==> src/rtl/repeated_subtract_divider_pkg.sv <==
// Shared definitions for the repeated-subtraction divider.
//   state_e       : FSM encoding (IDLE, SUB, DONE)
//   DEFAULT_WIDTH : default operand/result width
package repeated_subtract_divider_pkg;

    localparam int DEFAULT_WIDTH = 4;

    typedef enum logic [1:0] {
        IDLE = 2'd0,
        SUB  = 2'd1,
        DONE = 2'd2
    } state_e;

endpackage

==> src/rtl/repeated_subtract_divider_sub_step.sv <==
// Combinational WIDTH-bit unsigned subtract step.
// Ports:
//   a, b      : unsigned operands
//   diff      : a - b, modulo 2^WIDTH
//   borrow_o  : 1 when a < b (borrow out of the subtract)
module sub_step
    import repeated_subtract_divider_pkg::*;
#(
    parameter int WIDTH = DEFAULT_WIDTH
) (
    input  logic [WIDTH-1:0] a,
    input  logic [WIDTH-1:0] b,
    output logic [WIDTH-1:0] diff,
    output logic             borrow_o
);

    // One extra bit catches the borrow as the MSB of the widened result.
    assign {borrow_o, diff} = {1'b0, a} - {1'b0, b};

endmodule

==> src/rtl/repeated_subtract_divider.sv <==
// Unsigned divider by repeated subtraction: one subtract per clock while the
// running remainder is >= the captured divisor.
// Ports:
//   clk, reset_n          : clock, asynchronous active-low reset
//   start                 : request, sampled only in IDLE
//   dividend, divisor     : operands, captured when start is accepted
//   busy                  : high while subtracting (SUB)
//   done                  : one-cycle pulse, results valid
//   quotient, remainder   : registered results, held until next start
//   div_by_zero           : registered flag, valid with done
// Configuration:
//   DIV_ZERO_CHECK_EN defined   : divisor 0 finishes after one SUB cycle with
//                                 quotient all-ones and div_by_zero set.
//   DIV_ZERO_CHECK_EN undefined : div_by_zero is tied low; divisor 0 counts
//                                 the quotient up to all-ones, then finishes.
module repeated_subtract_divider
    import repeated_subtract_divider_pkg::*;
#(
    parameter int WIDTH = DEFAULT_WIDTH
) (
    input  logic             clk,
    input  logic             reset_n,
    input  logic             start,
    input  logic [WIDTH-1:0] dividend,
    input  logic [WIDTH-1:0] divisor,
    output logic             busy,
    output logic             done,
    output logic [WIDTH-1:0] quotient,
    output logic [WIDTH-1:0] remainder,
    output logic             div_by_zero
);

    state_e           state_q, state_d;
    logic [WIDTH-1:0] rem_q, rem_d;
    logic [WIDTH-1:0] quo_q, quo_d;
    logic [WIDTH-1:0] dvs_q, dvs_d;
    logic [WIDTH-1:0] diff;
    logic             borrow;
    logic             quo_full;

    sub_step #(.WIDTH(WIDTH)) u_sub_step (
        .a        (rem_q),
        .b        (dvs_q),
        .diff     (diff),
        .borrow_o (borrow)
    );

    // Saturation guard: stops a zero divisor from wrapping the quotient.
    assign quo_full = &quo_q;

    // State register
    always_ff @(posedge clk or negedge reset_n) begin
        if (!reset_n) state_q <= IDLE;
        else          state_q <= state_d;
    end

    // Next-state logic
    always_comb begin
        state_d = state_q;
        unique case (state_q)
            IDLE: if (start) state_d = SUB;
            SUB: begin
`ifdef DIV_ZERO_CHECK_EN
                if (dvs_q == '0)              state_d = DONE;
                else if (borrow || quo_full)  state_d = DONE;
`else
                if (borrow || quo_full)       state_d = DONE;
`endif
            end
            DONE: state_d = IDLE;
            default: state_d = IDLE;
        endcase
    end

    // Output logic
    always_comb begin
        busy = (state_q == SUB);
        done = (state_q == DONE);
    end

    // Datapath next-state
`ifdef DIV_ZERO_CHECK_EN
    logic dbz_q, dbz_d;
`endif

    always_comb begin
        rem_d = rem_q;
        quo_d = quo_q;
        dvs_d = dvs_q;
`ifdef DIV_ZERO_CHECK_EN
        dbz_d = dbz_q;
`endif
        if (state_q == IDLE && start) begin
            rem_d = dividend;
            quo_d = '0;
            dvs_d = divisor;
`ifdef DIV_ZERO_CHECK_EN
            dbz_d = 1'b0;
`endif
        end else if (state_q == SUB) begin
`ifdef DIV_ZERO_CHECK_EN
            if (dvs_q == '0) begin
                quo_d = '1;
                dbz_d = 1'b1;
            end else if (!borrow && !quo_full) begin
                rem_d = diff;
                quo_d = quo_q + WIDTH'(1);
            end
`else
            if (!borrow && !quo_full) begin
                rem_d = diff;
                quo_d = quo_q + WIDTH'(1);
            end
`endif
        end
    end

    always_ff @(posedge clk or negedge reset_n) begin
        if (!reset_n) begin
            rem_q <= '0;
            quo_q <= '0;
            dvs_q <= '0;
        end else begin
            rem_q <= rem_d;
            quo_q <= quo_d;
            dvs_q <= dvs_d;
        end
    end

`ifdef DIV_ZERO_CHECK_EN
    always_ff @(posedge clk or negedge reset_n) begin
        if (!reset_n) dbz_q <= 1'b0;
        else          dbz_q <= dbz_d;
    end
    assign div_by_zero = dbz_q;
`else
    assign div_by_zero = 1'b0;
`endif

    assign quotient  = quo_q;
    assign remainder = rem_q;

endmodule

==> config.mk <==
export PLATFORM = sky130hd
export DESIGN_NAME = repeated_subtract_divider
export DESIGN_NICKNAME = d
export VERILOG_FILES = /design/src/rtl/repeated_subtract_divider_pkg.sv /design/src/rtl/repeated_subtract_divider_sub_step.sv /design/src/rtl/repeated_subtract_divider.sv
export SDC_FILE = /design/constraint.sdc
export NUM_CORES = 1
export LEC_CHECK = 0
export CAP_MARGIN = 20
export CORE_MARGIN = 2
export CORE_UTILIZATION = 46
export CTS_CLUSTER_DIAMETER = 40
export DETAILED_ROUTE_END_ITERATION = 10
export GPL_TIMING_DRIVEN = 0
export MAX_ROUTING_LAYER = met4
export PLACE_DENSITY = 0.75
export SYNTH_ARGS = -nofsm -noshare
export SYNTH_HDL_FRONTEND = slang
export SYNTH_SLANG_ARGS = --single-unit
export TNS_END_PERCENT = 30
==> constraint.sdc <==
create_clock -name clk -period 2.8 [get_ports clk]
set_clock_uncertainty 0.2 [all_clocks]
set_input_delay 0.84 -clock clk [delete_from_list [all_inputs] [get_ports clk]]
set_output_delay 0.84 -clock clk [all_outputs]
set_load 0.05 [all_outputs]
; ---- After elaboration in Yosys (flattened, before gate mapping)
; Index checks and enable logic that the tools add are counted.
[totals]
reg_bits = 14
elab_cells = 30
[classes]
n_addsub = 2
eq_ne = 4
mux = 9
reduce_logical = 11
[op_table]
columns = op, count
row1 = 4-bit two-way mux, 6
row2 = 4-bit by 4-bit subtractor with 5-bit output, 1
row3 = 4-bit by 1-bit adder with 4-bit output (second input constant), 1
row4 = 2-bit two-way mux, 2
row5 = 2-bit one-hot mux with 2 select lines, 1
row6 = 2-bit AND reduction, 2
row7 = 4-bit AND reduction, 1
row8 = 2-bit nonzero test, 2
row9 = 2-bit by 1-bit equality test with 1-bit output (second input constant), 1
row10 = 2-bit equality test (second input constant), 1
row11 = 1-bit logical AND, 2
row12 = 1-bit logical NOT, 2
row13 = 2-bit logical NOT, 1
row14 = 2-bit by 1-bit inequality test with 1-bit output (second input constant), 1
row15 = 2-bit inequality test (second input constant), 1
row16 = 1-bit logical OR, 1

; ---- Depth between registers and ports, before layout
[depth]
ltp_word = 6
depth_mapped = 7
depth_no_buf = 7

; ---- Cells and area by module
; A second synthesis with hierarchy kept.
[unflattened]
hier_cells = 85
hier_area_um2 = 818.3
[modules_own_cells]
columns = mod, n_inst, cells_per_inst, area_each_um2, seq_area_each_um2
row1 = repeated_subtract_divider, 1, 67, 680.7, 350.3
row2 = sub_step, 1, 18, 137.6, 0.0

; ---- Least setup slack after synthesis
; Ideal clock, no wire load.
[synth_path]
kind = register -> register
start = register rem_q[0], in the netlist remainder[0]
end = register quo_q[0], in the netlist quotient[0]
arrival_ns = 2.103
required_ns = 2.523
slack_ns = 0.419
path_stages_with_launch = 8
period_less_slack_ns = 2.381
path_cell_list = dfrtp_1 > inv_1 > ha_1 > fa_1 > nor2b_4 > o311ai_4 > or3_1 > a21oi_1
[synth_between]
elab_chain_len = 5
[synth_rtl]
columns = element, line_no
row1 = "start, declared", repeated_subtract_divider.sv:34  ; logic [WIDTH-1:0] rem_q, rem_d;
row2 = "start signal, assigned", repeated_subtract_divider.sv:124  ; rem_q <= rem_d;
row3 = 4-bit by 4-bit subtractor with 5-bit output, repeated_subtract_divider_sub_step.sv:18  ; assign {borrow_o, diff} = {1'b0, a} - {1'b0, b};
row4 = 1-bit logical NOT, repeated_subtract_divider.sv:110  ; if (!borrow && !quo_full) begin
row5 = 1-bit logical AND, repeated_subtract_divider.sv:110
row6 = 2-bit nonzero test (no line), n/a
row7 = 2-bit AND reduction (no line), n/a
row8 = "end signal, assigned", repeated_subtract_divider.sv:125  ; quo_q <= quo_d;
row9 = "end, declared", repeated_subtract_divider.sv:35  ; logic [WIDTH-1:0] quo_q, quo_d;
; No other way between the ends.
; A chain may end at the register's enable or synchronous reset.

; ---- Worst setup path in the final report
[layout_path]
start = register state_q[0]
end = output done
[layout_between]
elab_chain_len = 1
[layout_rtl]
columns = element, line_no
row1 = "start, declared", repeated_subtract_divider.sv:33  ; state_e state_q, state_d;
row2 = "start signal, assigned", repeated_subtract_divider.sv:54  ; else state_q <= state_d;
row3 = 2-bit equality test, repeated_subtract_divider.sv:78  ; done = (state_q == DONE);
row4 = "end, declared", repeated_subtract_divider.sv:27  ; output logic done,
; No other way between the ends.

==> impl_metrics.ini <==
[grt]
grt_pass1_wl_mm = 2.74
grt_remaining_overflow = 0
grt_max_degree = 15
grt_pass1_vias = 656
grt_use_total = 0.190
antenna_found_initial = 0

[logic_synthesis]
synth_cell_types = 30
synth-seq-cells = 14
avgSynthCellArea_um2 = 10.0
synth_top_area_cell = dfrtp_1
synth_seq_area_share = 0.427
synth_top_area_share = 0.427
syn-num-nets = 99
syn-cell-area_um2 = 821
synthCells = 82
synthArstFlopShare = 1.00
synthTopCellsByArea = dfrtp_1, ha_1, nand3_1, o21ai_0, nand2_1
synth_edf_count = 0
ys.flop_type = dfrtp_1
yosys_warnings = 0

[cts]
clk_latency_ps = 270
path_clk_slew_ps = 80
h-tree-depth = 1
cts_tree = yes
cts_made_buffers = 3
clock_path_buffers = 2
root_buffer = clkbuf_4
cts_sinks = 14

[floorplan]
rows = 15
coreArea_um2 = 1710
die_h_um = 46.2
start_util = 0.481
die_area_um2 = 2140
ioPinCount = 22
die_w_um = 46.2

[sta]
period_minus_slack_ps = 2620
setup_violations = 0
drv_slew = 0
worst_pin_slew_ps = 648
setup_tns_ps = 0
max_freq_mhz = 382
fin_crit_sh = 0.935
finalHoldViolCount = 0
slew_headroom = 0.566
rsz0062_at_grt = false

[job]
cap_violations = 0

[hold_path]
hp-class = flip-flop to flip-flop

[finish]
nets = 124
drive_gt1_frac = 0.0952
synthToLayoutAreaGrowth_pct = 30.8
multi_input_area_um2 = 428
fill_cells = 152
seq_area_um2 = 350
diodes = 0

[pwr]
power_frac_seq = 0.239
irDropWorstVdd_uv = 799
switchingPower_uw = 690
finalPower_mw = 1.42
internal_power_uw = 729
power.density_nw_per_um2 = 1320
share_comb_of_total_power = 0.683
swShare = 0.486
power_frac_clock = 0.077
p_leak_nw = 0.480

[critical_path]
arrival_ps = 1580
startpoint_type = flip-flop
path_class = flip-flop to output pin
end_kind = output pin
critPathMaxFanout = 3
cp.required_ps = 1760

[place]
hpwl_mm = 1.22
gp_congestion = 0.794
io_buffer_count = 20

[route]
antenna_left = 0
drc = 0
drt_iter0_markers = 8
vias_per_cell = 5.18
vias = 673
wl_per_cell_um = 12.2
firstDrtPassIters = 4
drt-total-wl_mm = 1.58

[run_status]
status = completed
critical path, cell delays in order (launching register included):
cell	delay, ps
dfrtp_1	400
nor2b_1	110
clkdlybuf4s50_1	800
worst paths after layout:
| path | start | end | slack, ps | depth (start not counted) |
|---|---|---|---|---|
| worst max-delay path | state_q[0]$_DFFE_PN0P_ | done | 180 | 2 |
| worst min-delay path | dvs_q[0]$_DFFE_PN0P_ | dvs_q[0]$_DFFE_PN0P_ | 320 | 1 |
| worst max register to register | remainder[0]$_DFFE_PN0P_ | quotient[0]$_DFFE_PN0P_ | 660 | 7 |
| worst min register to register | dvs_q[0]$_DFFE_PN0P_ | dvs_q[0]$_DFFE_PN0P_ | 320 | 1 |
| max in group asynchronous | reset_n | state_q[1]$_DFFE_PN0P_ | 1220 | 1 |
| min in group asynchronous | reset_n | quotient[0]$_DFFE_PN0P_ | 760 | 1 |
cells in the mapped netlist, drive strengths merged, types with 2 or more instances:
cell type / n
inv: 6
o21ai: 6
a211o: 2
nand3: 7
nand2: 8
ha: 5
nor3: 3
clkbuf: 2
mux2i: 2
a211oi: 2
nor2b: 2
nor2: 2
buf: 2
dfrtp: 14
o211ai: 3
a21oi: 4
cell usage in the layout (no fill, tap or decap), types with 2 or more instances in the layout:
cell,synthesis,final
a211o_1,2,2
a211oi_1,2,2
a21oi_1,4,4
clkbuf_1,2,2
clkbuf_4,0,3
clkdlybuf4s50_1,0,19
dfrtp_1,14,14
ha_1,5,5
inv_1,6,6
mux2i_1,2,2
nand2_1,8,8
nand3_1,7,7
nor2_1,2,2
nor3_1,3,3
o211ai_1,3,3
o21ai_0,6,6
kinds of logic (layout without fill, tap and decap cells):
kind of cell	count (synthesis)	in the layout	synth area share
AND/OR/NAND/NOR	28	28	0.181
XOR/XNOR	1	1	0.0107
other	1	1	0.00457
AO/OA/AOI/OAI	19	19	0.186
adder cells (fa/ha/maj)	6	6	0.101
multiplexers	3	3	0.0381
buffers and inverters	10	33	0.0518
flip-flops	14	14	0.427
state kept, by name (all words and copies together) (netlist names):
signal and cells:
dvs_q 4, state_q 2, remainder 4, quotient 4
per-layer routing:
metal  wire length (um)  global-route usage  part of all wire  vias to the layer above
li1                   -                   -                 -                      332
met1                760               0.242              0.48                      318
met2                733               0.292              0.46                       19
met3                 65              0.0353             0.041                        4
met4                 22              0.0857             0.014                        0
met5                  0                   -                 0                        -
power by group through the flow:
stage / clock network [mW] / registers [mW] / logic (mW)
after floorplan: 0 / 0.474 / 0.604
after global placement: 0 / 0.341 / 0.954
after detailed placement: 0 / 0.345 / 0.980
after CTS: 0.115 / 0.341 / 0.977
after global routing: 0.126 / 0.354 / 1.06
final: 0.110 / 0.339 / 0.970
area by class of cell:
class / instances / area share
repair buffers: 20 / 0.185
multi-input cells: 58 / 0.399
clock buffers: 3 / 0.0210
flip-flops and latches: 14 / 0.326
plain buffers: 4 / 0.0186
inverters: 6 / 0.0210
well taps: 25 / 0.0291
stage by stage:
stage | instance area [um2] | hold WS, ps | util | setup slack (ps) | std cells
2_1_floorplan | 821 | 285 | - | 419 | 82
3_3_place_gp | 1050 | 297 | 0.616 | 216 | 127
3_5_place_dp | 1050 | 303 | 0.616 | 217 | 127
4_1_cts | 1070 | 322 | 0.629 | 168 | 130
5_1_grt | 1070 | 340 | 0.629 | 89.8 | 130
6_report | 1070 | 315 | 0.629 | 183 | 130
what timing repair did:
| item | in CTS | in global routing |
|---|---|---|
| endpoints found under the setup margin | 1 | 0 |
| resized for setup | 1 | 0 |
| buffers inserted | 0 | 0 |
| hold buffers | 0 | 0 |
Note: power is estimated with default switching activity, not from simulation.
